`src/rtl/serial_adder.sv`:
```
// ============================================================================
// Module      : serial_adder
// Description : Bit-serial adder, LSB first, with one full-adder cell built
//               from two half-adder stages and a single carry flip-flop.
//               A three-state FSM (IDLE/RUN/DONE) sequences one bit per clk.
//               Optional macro SERIAL_ADDER_SUB_EN adds a 'sub' input that
//               turns the operation into a - b (two's complement).
// Revision    : 1.0 - initial release
// ============================================================================
`default_nettype none

module serial_adder #(
  parameter int WIDTH = 8
) (
  input  logic             clk,
  input  logic             rst_n,
  input  logic             start,
  input  logic [WIDTH-1:0] a,
  input  logic [WIDTH-1:0] b,
  input  logic             cin,
`ifdef SERIAL_ADDER_SUB_EN
  input  logic             sub,
`endif
  output logic             busy,
  output logic             done,
  output logic [WIDTH-1:0] sum,
  output logic             cout
);

  localparam int c_CNT_W = (WIDTH > 1) ? $clog2(WIDTH) : 1;
  localparam logic [c_CNT_W-1:0] c_LAST = c_CNT_W'(WIDTH - 1);

  typedef enum logic [1:0] {
    S_IDLE = 2'd0,
    S_RUN  = 2'd1,
    S_DONE = 2'd2
  } state_t;

  state_t             r_state;
  state_t             w_state_nxt;

  logic [WIDTH-1:0]   r_a;
  logic [WIDTH-1:0]   r_b;
  logic [WIDTH-1:0]   r_res;
  logic               r_carry;
  logic [c_CNT_W-1:0] r_cnt;

  logic               w_accept;
  logic               w_last;
  logic [WIDTH-1:0]   w_b_load;
  logic               w_c_load;

  // Full-adder cell as two cascaded half adders
  logic               w_h1_s;
  logic               w_h1_c;
  logic               w_h2_c;
  logic               w_s;
  logic               w_c_nxt;
  logic [WIDTH-1:0]   w_res_nxt;

  assign w_accept  = (r_state == S_IDLE) && start;
  assign w_last    = (r_state == S_RUN) && (r_cnt == c_LAST);

  assign w_h1_s    = r_a[0] ^ r_b[0];
  assign w_h1_c    = r_a[0] & r_b[0];
  assign w_s       = w_h1_s ^ r_carry;
  assign w_h2_c    = w_h1_s & r_carry;
  assign w_c_nxt   = w_h1_c | w_h2_c;

  // New sum bit enters at the MSB so that after WIDTH shifts bit 0 sits at LSB
  assign w_res_nxt = {w_s, r_res[WIDTH-1:1]};

`ifdef SERIAL_ADDER_SUB_EN
  // Subtraction: a + ~b + 1, so invert b and force the initial carry high
  assign w_b_load  = sub ? ~b : b;
  assign w_c_load  = sub ? 1'b1 : cin;
`else
  assign w_b_load  = b;
  assign w_c_load  = cin;
`endif

  // State register
  always_ff @(posedge clk or negedge rst_n) begin
    if (!rst_n) begin
      r_state <= S_IDLE;
    end else begin
      r_state <= w_state_nxt;
    end
  end

  // Next-state and status outputs decoded from the current state
  always_comb begin
    w_state_nxt = r_state;
    busy        = 1'b0;
    done        = 1'b0;
    case (r_state)
      S_IDLE: begin
        if (start) begin
          w_state_nxt = S_RUN;
        end
      end
      S_RUN: begin
        busy = 1'b1;
        if (r_cnt == c_LAST) begin
          w_state_nxt = S_DONE;
        end
      end
      S_DONE: begin
        done        = 1'b1;
        w_state_nxt = S_IDLE;
      end
      default: begin
        w_state_nxt = S_IDLE;
      end
    endcase
  end

  // Operand load, per-bit shifting, and result capture on the final bit
  always_ff @(posedge clk or negedge rst_n) begin
    if (!rst_n) begin
      r_a     <= '0;
      r_b     <= '0;
      r_res   <= '0;
      r_carry <= 1'b0;
      r_cnt   <= '0;
      sum     <= '0;
      cout    <= 1'b0;
    end else if (w_accept) begin
      r_a     <= a;
      r_b     <= w_b_load;
      r_res   <= '0;
      r_carry <= w_c_load;
      r_cnt   <= '0;
    end else if (r_state == S_RUN) begin
      r_a     <= r_a >> 1;
      r_b     <= r_b >> 1;
      r_res   <= w_res_nxt;
      r_carry <= w_c_nxt;
      r_cnt   <= r_cnt + c_CNT_W'(1);
      if (w_last) begin
        sum  <= w_res_nxt;
        cout <= w_c_nxt;
      end
    end
  end

endmodule

`default_nettype wire
```
`config.mk`:
```
export PLATFORM = sky130hd
export DESIGN_NAME = serial_adder
export DESIGN_NICKNAME = d
export VERILOG_FILES = /design/src/rtl/serial_adder.sv
export SDC_FILE = /design/constraint.sdc
export NUM_CORES = 1
export LEC_CHECK = 0
export ABC_AREA = 1
export BUFFER_PORTS_ARGS = -buffer_cell sky130_fd_sc_hd__buf_2
export CORE_AREA = 8 8 65 67
export DETAILED_ROUTE_END_ITERATION = 16
export DIE_AREA = 0 0 73 75
export PLACE_DENSITY = 0.79
export SLEW_MARGIN = 20
export SYNTH_ARGS = -nofsm -noshare
export SYNTH_HDL_FRONTEND = slang
export SYNTH_SLANG_ARGS = --single-unit
```
`constraint.sdc`:
```
create_clock -name clk -period 1.52 [get_ports clk]
set_clock_uncertainty 0.1 [all_clocks]
set_input_delay 0.228 -clock clk [delete_from_list [all_inputs] [get_ports clk]]
set_output_delay 0.228 -clock clk [all_outputs]
set_load 0.01 [all_outputs]
```
# After elaboration in Yosys (flattened, before gate mapping)
# Cells that the tools add are included.
# totals
regBits	39
out_inout_bits	11
# classes
n_addsub	1
eq_ne	5
n_mux	15
n_bitwise	6
n_reduce_logical	6
# ops
cell	n
$mux W8	6
$mux W3	2
$mux W1	4
$mux W2	2
$ne A2 B2 Y1 const B	2
$pmux W2 S2	1
$add A3 B1 Y3 const B	1
$eq A3 B3 Y1 const B	1
$reduce_and A3 Y1	1
$and A1 B1 Y1	2
$eq A2 B1 Y1 const B	1
$eq A2 B2 Y1 const B	1
$logic_and A1 B1 Y1	2
$logic_not A2 Y1	1
$reduce_and A2 Y1	1
$reduce_bool A2 Y1	1
$xor A1 B1 Y1	2
$not A1 Y1	1
$or A1 B1 Y1	1

# Longest topological paths before layout
# logic_depth
word_depth	5
mapped_depth	6
depth_no_buf	6

# Worst setup path before layout
# Ideal clock, no wire load.
# synth_path
kind	reg-to-reg
startpoint	register r_cnt[0]
endpoint	register sum[7]
setup_time_ns	0.117
arrival_ns	1.013
required_time_ns	1.303
setup_slack_ns	0.290
stages_incl_launch_ff	7
n_path_buf	0
period_less_slack_ns	1.230
path_cell_list	dfrtp_1 > ha_1 > ha_1 > inv_1 > nor2_4 > nand2_1 > nand2_1
# synth_between
elab_chain_cells	3
# synth_rtl
item	line	rtl
from (decl)	46	logic [c_CNT_W-1:0] r_cnt;
from (signal assigned)	139	r_cnt <= r_cnt + c_CNT_W'(1);
$eq A3 B3 Y1	62	assign w_last = (r_state == S_RUN) && (r_cnt == c_LAST);
$logic_and A1 B1 Y1	62	
$reduce_and A3 Y1 (no line)	-	
to (signal assigned)	141	sum <= w_res_nxt;
to (decl)	26	output logic [WIDTH-1:0] sum,
# Every way passes these cells.
# A chain may end at the register's enable or synchronous reset.

# Worst setup path after layout
# layout_path
startpoint	register r_state[1]
endpoint	output busy
# layout_between
elab_chain_cells	2
# layout_rtl
item	line	rtl
from (decl)	39	state_t r_state;
from (signal assigned)	87	r_state <= w_state_nxt;
$eq A2 B1 Y1	96	case (r_state)
$mux W1	96	
to (decl)	24	output logic busy,
# Every way passes these cells.

==> flow_summary_export.csv <==
group,metric,value,unit
outcome,run_status,"finished clean",
routing,wire_per_inst,12.3,µm
worst_setup_path,cp_slowest_stage_delay,410,ps
power_and_ir_drop,powerDensity,1850,nW/µm²
sta,grt_setup_unrepaired,"false",
global_routing,grt_max_degree,39,
die,io-pin-count,31,
routing,drtAntennaViolNets,0,
placement,portBuffers,30,
global_routing,grt_pass1_vias,1306,
logic_synthesis,synthCells,187,
routing,drt_pre_antenna_iters,4,
worst_setup_path,r2r-end,"sum[7]",
global_routing,grt_usage,13.9,%
global_routing,grt_pass1_wl,5.80,mm
logic_synthesis,yosysTopAreaCellShare,56.8,%
clock_tree,clock_latency,350,ps
die,die_y,75,µm
clock_tree,clock-sinks,38,
sta,hold_viol,0,
global_routing,antenna_found_initial,0,
worst_setup_path,r2r_cells,6,
clock_tree,ctsResizeCount,0,
final_layout,final_area,2000,µm²
final_layout,regArea,951,µm²
sta,min_period_over_period,95.0,%
min_path,hold_path_class,"primary input to flop",
die,core_area,3230,µm²
worst_setup_path,end_kind,"output pin",
global_routing,grt_overflow_total,0,
clock_tree,cts_made_buffers,5,
die,die_area,5480,µm²
worst_setup_path,critPathArrivalTime,1120,ps
clock_tree,cts_max_level,2,
worst_setup_path,timing_worst_setup_path_type,"flop to output pin",
run,cap_viol_max_count,0,
placement,place.gp.congestion,0.789,
routing,drc,0,
clock_tree,clock_tree.root_cell,"clkbuf_4",
die,std_cell_rows,21,
routing,drtIter0Drc,112,
clock_tree,cts_buffer_depth,2,
logic_synthesis,avgSynthCellArea,8.95,µm²
sta,hold_ws,20.4,ps
sta,tns,0,ps
final_layout,multi_input_area,632,µm²
die,die_w,73,µm
logic_synthesis,syn_nets,210,
worst_setup_path,setup.worst_path.start_class,"flop",
sta,max-slew-margin-rel,68.6,%
final_layout,layoutNonFillerInstCount,275,
worst_setup_path,r2r_start,"r_cnt[0]",
logic_synthesis,yosysSeqAreaShare,56.8,%
logic_synthesis,synth_cell_types,14,
worst_setup_path,startpoint,"r_state[1]",
clock_tree,clk_pin_slew_worst_paths,110,ps
logic_synthesis,syn_area,1670,µm²
final_layout,final_nets,251,
sta,maxSlewViolCount,0,
worst_setup_path,crit_path_top_delay_cell,"dfrtp_1",
sta,period_minus_slack,1440,ps
power_and_ir_drop,vdd_ir_drop_max,0.000648,V
routing,vias,1370,
sta,setup_viol,0,
final_layout,area_growth,19.5,%
worst_setup_path,path_cells,"buf_4 -> nor2_4 -> buf_2",
routing,avgViaCountPerCell,4.98,
power_and_ir_drop,power.leakage,1.07,nW
worst_setup_path,cp_max_fo,3,
placement,dpl.hpwl,2.36,mm
logic_synthesis,yosys_warnings,0,
logic_synthesis,synth_top_cells_by_area,"dfrtp_1 (57%), nand3_1 (17%), nand2_1 (15%)",
worst_setup_path,ff2ff_setup_slack,180,ps
final_layout,diodes,0,
sta,worst_slew_pin_slew,472,ps
final_layout,fillers,292,
logic_synthesis,ys_ff_latch,38,
logic_synthesis,post-synth-top-area-cell,"dfrtp_1",
min_path,min-delay-start,"b[3]",
placement,dp.cells,261,
clock_tree,cts_tree,"done",
worst_setup_path,required,1190,ps
sta,fmax,0.692,GHz
routing,totalWireLength,3.38,mm
die,start_util,51.8,%
worst_setup_path,endpoint,"busy",
final_layout,fin_util,61.9,%
final_layout,drive_gt1_share,23.1,%
placement,placed_cell_area,1870,µm²
cells by family (layout without fill, tap and decap cells):
logic type / after synthesis / in the layout / share of synthesized area (%)
simple gates: 130 / 130 / 34.5
flops: 38 / 38 / 56.8
buf+inv: 14 / 56 / 5.46
fa+ha+maj: 3 / 3 / 2.69
compound gates: 2 / 2 / 0.598
synthesized netlist by cell type:
library cell / instances
ha_1: 2
buf_6: 2
buf_2: 3
nand2_2: 1
inv_1: 3
nand2_1: 67
nor2_4: 2
dfrtp_1: 38
nand3_1: 57
buf_4: 5
nor2_1: 3
clkbuf_2: 1
fa_1: 1
o21ai_0: 2
cell usage in the layout, fill, tap and decap left out:
cell type,count
nand2_1,67
nand3_1,57
dfrtp_1,38
buf_2,30
buf_4,12
clkbuf_4,5
inv_1,3
nor2_1,3
clkbuf_8,3
dlygate4sd3_1,3
nor2_4,2
o21ai_0,2
ha_1,2
nand2_2,1
fa_1,1
critical path: cells and delay by family, from the launching register on:
family / cells / cell delay, ps
buffers and inverters: 2 / 280
DFF: 1 / 410
and+or+nand+nor: 1 / 80
worst min path at each step:
stage	endpoint	slack (ps)	cells past startpoint
finish	r_b[3]	20	3
global route	r_a[2]	10	3
CTS	r_a[2]	3	3
detailed placement	r_a[3]	200	2
global placement	r_a[3]	200	2
floorplan	cout	-170	0
per-stage QoR:
step / setup slack, ps / total power (W)
floorplan: 290 / 0.00263
global route: 21.6 / 0.00402
finish: 75.8 / 0.00371
CTS: 27.7 / 0.00372
detailed placement: 161 / 0.00304
global placement: 194 / 0.00300
routing by layer:
| metal | vias to the layer above | part of all wire (%) | global-route usage [%] |
|---|---|---|---|
| li1 | 694 | - | - |
| met1 | 634 | 45 | 16.6 |
| met2 | 35 | 48 | 20.9 |
| met3 | 7 | 4.9 | 4.66 |
| met4 | 0 | 2.4 | 9.11 |
| met5 | - | 0 | 0 |
cell type report:
type                       instances  share of cell area [%]
clock buffer                       8                    3.94
inverter                           3                   0.563
multi-input combinational        135                    31.6
sequential                        38                    47.5
tap                               46                    2.88
timing repair buffer              45                    13.5
timing repair:
action / 4_1_cts / 5_1_grt
pin swaps: 1 / 0
hold endpoints to repair: 40 / 0
buffers inserted: 1 / 2
hold buffers: 3 / 0
setup endpoints to repair: 1 / 2
state kept, by name, summed over array words and instances, names as in the netlist:
register / count
sum: 8
r_a: 8
r_b: 8
r_carry: 1
r_cnt: 3
cout: 1
r_state: 2
r_res: 7
power breakdown:
group / internal, W / leakage [nW] / total, W / switching (W)
Sequential: 0.00142 / 0.488 / 0.00167 / 0.000247
Clock: 0.000316 / 0.0446 / 0.000643 / 0.000327
Combinational: 0.000590 / 0.542 / 0.00140 / 0.000805
(Power assumes the default switching activity.)
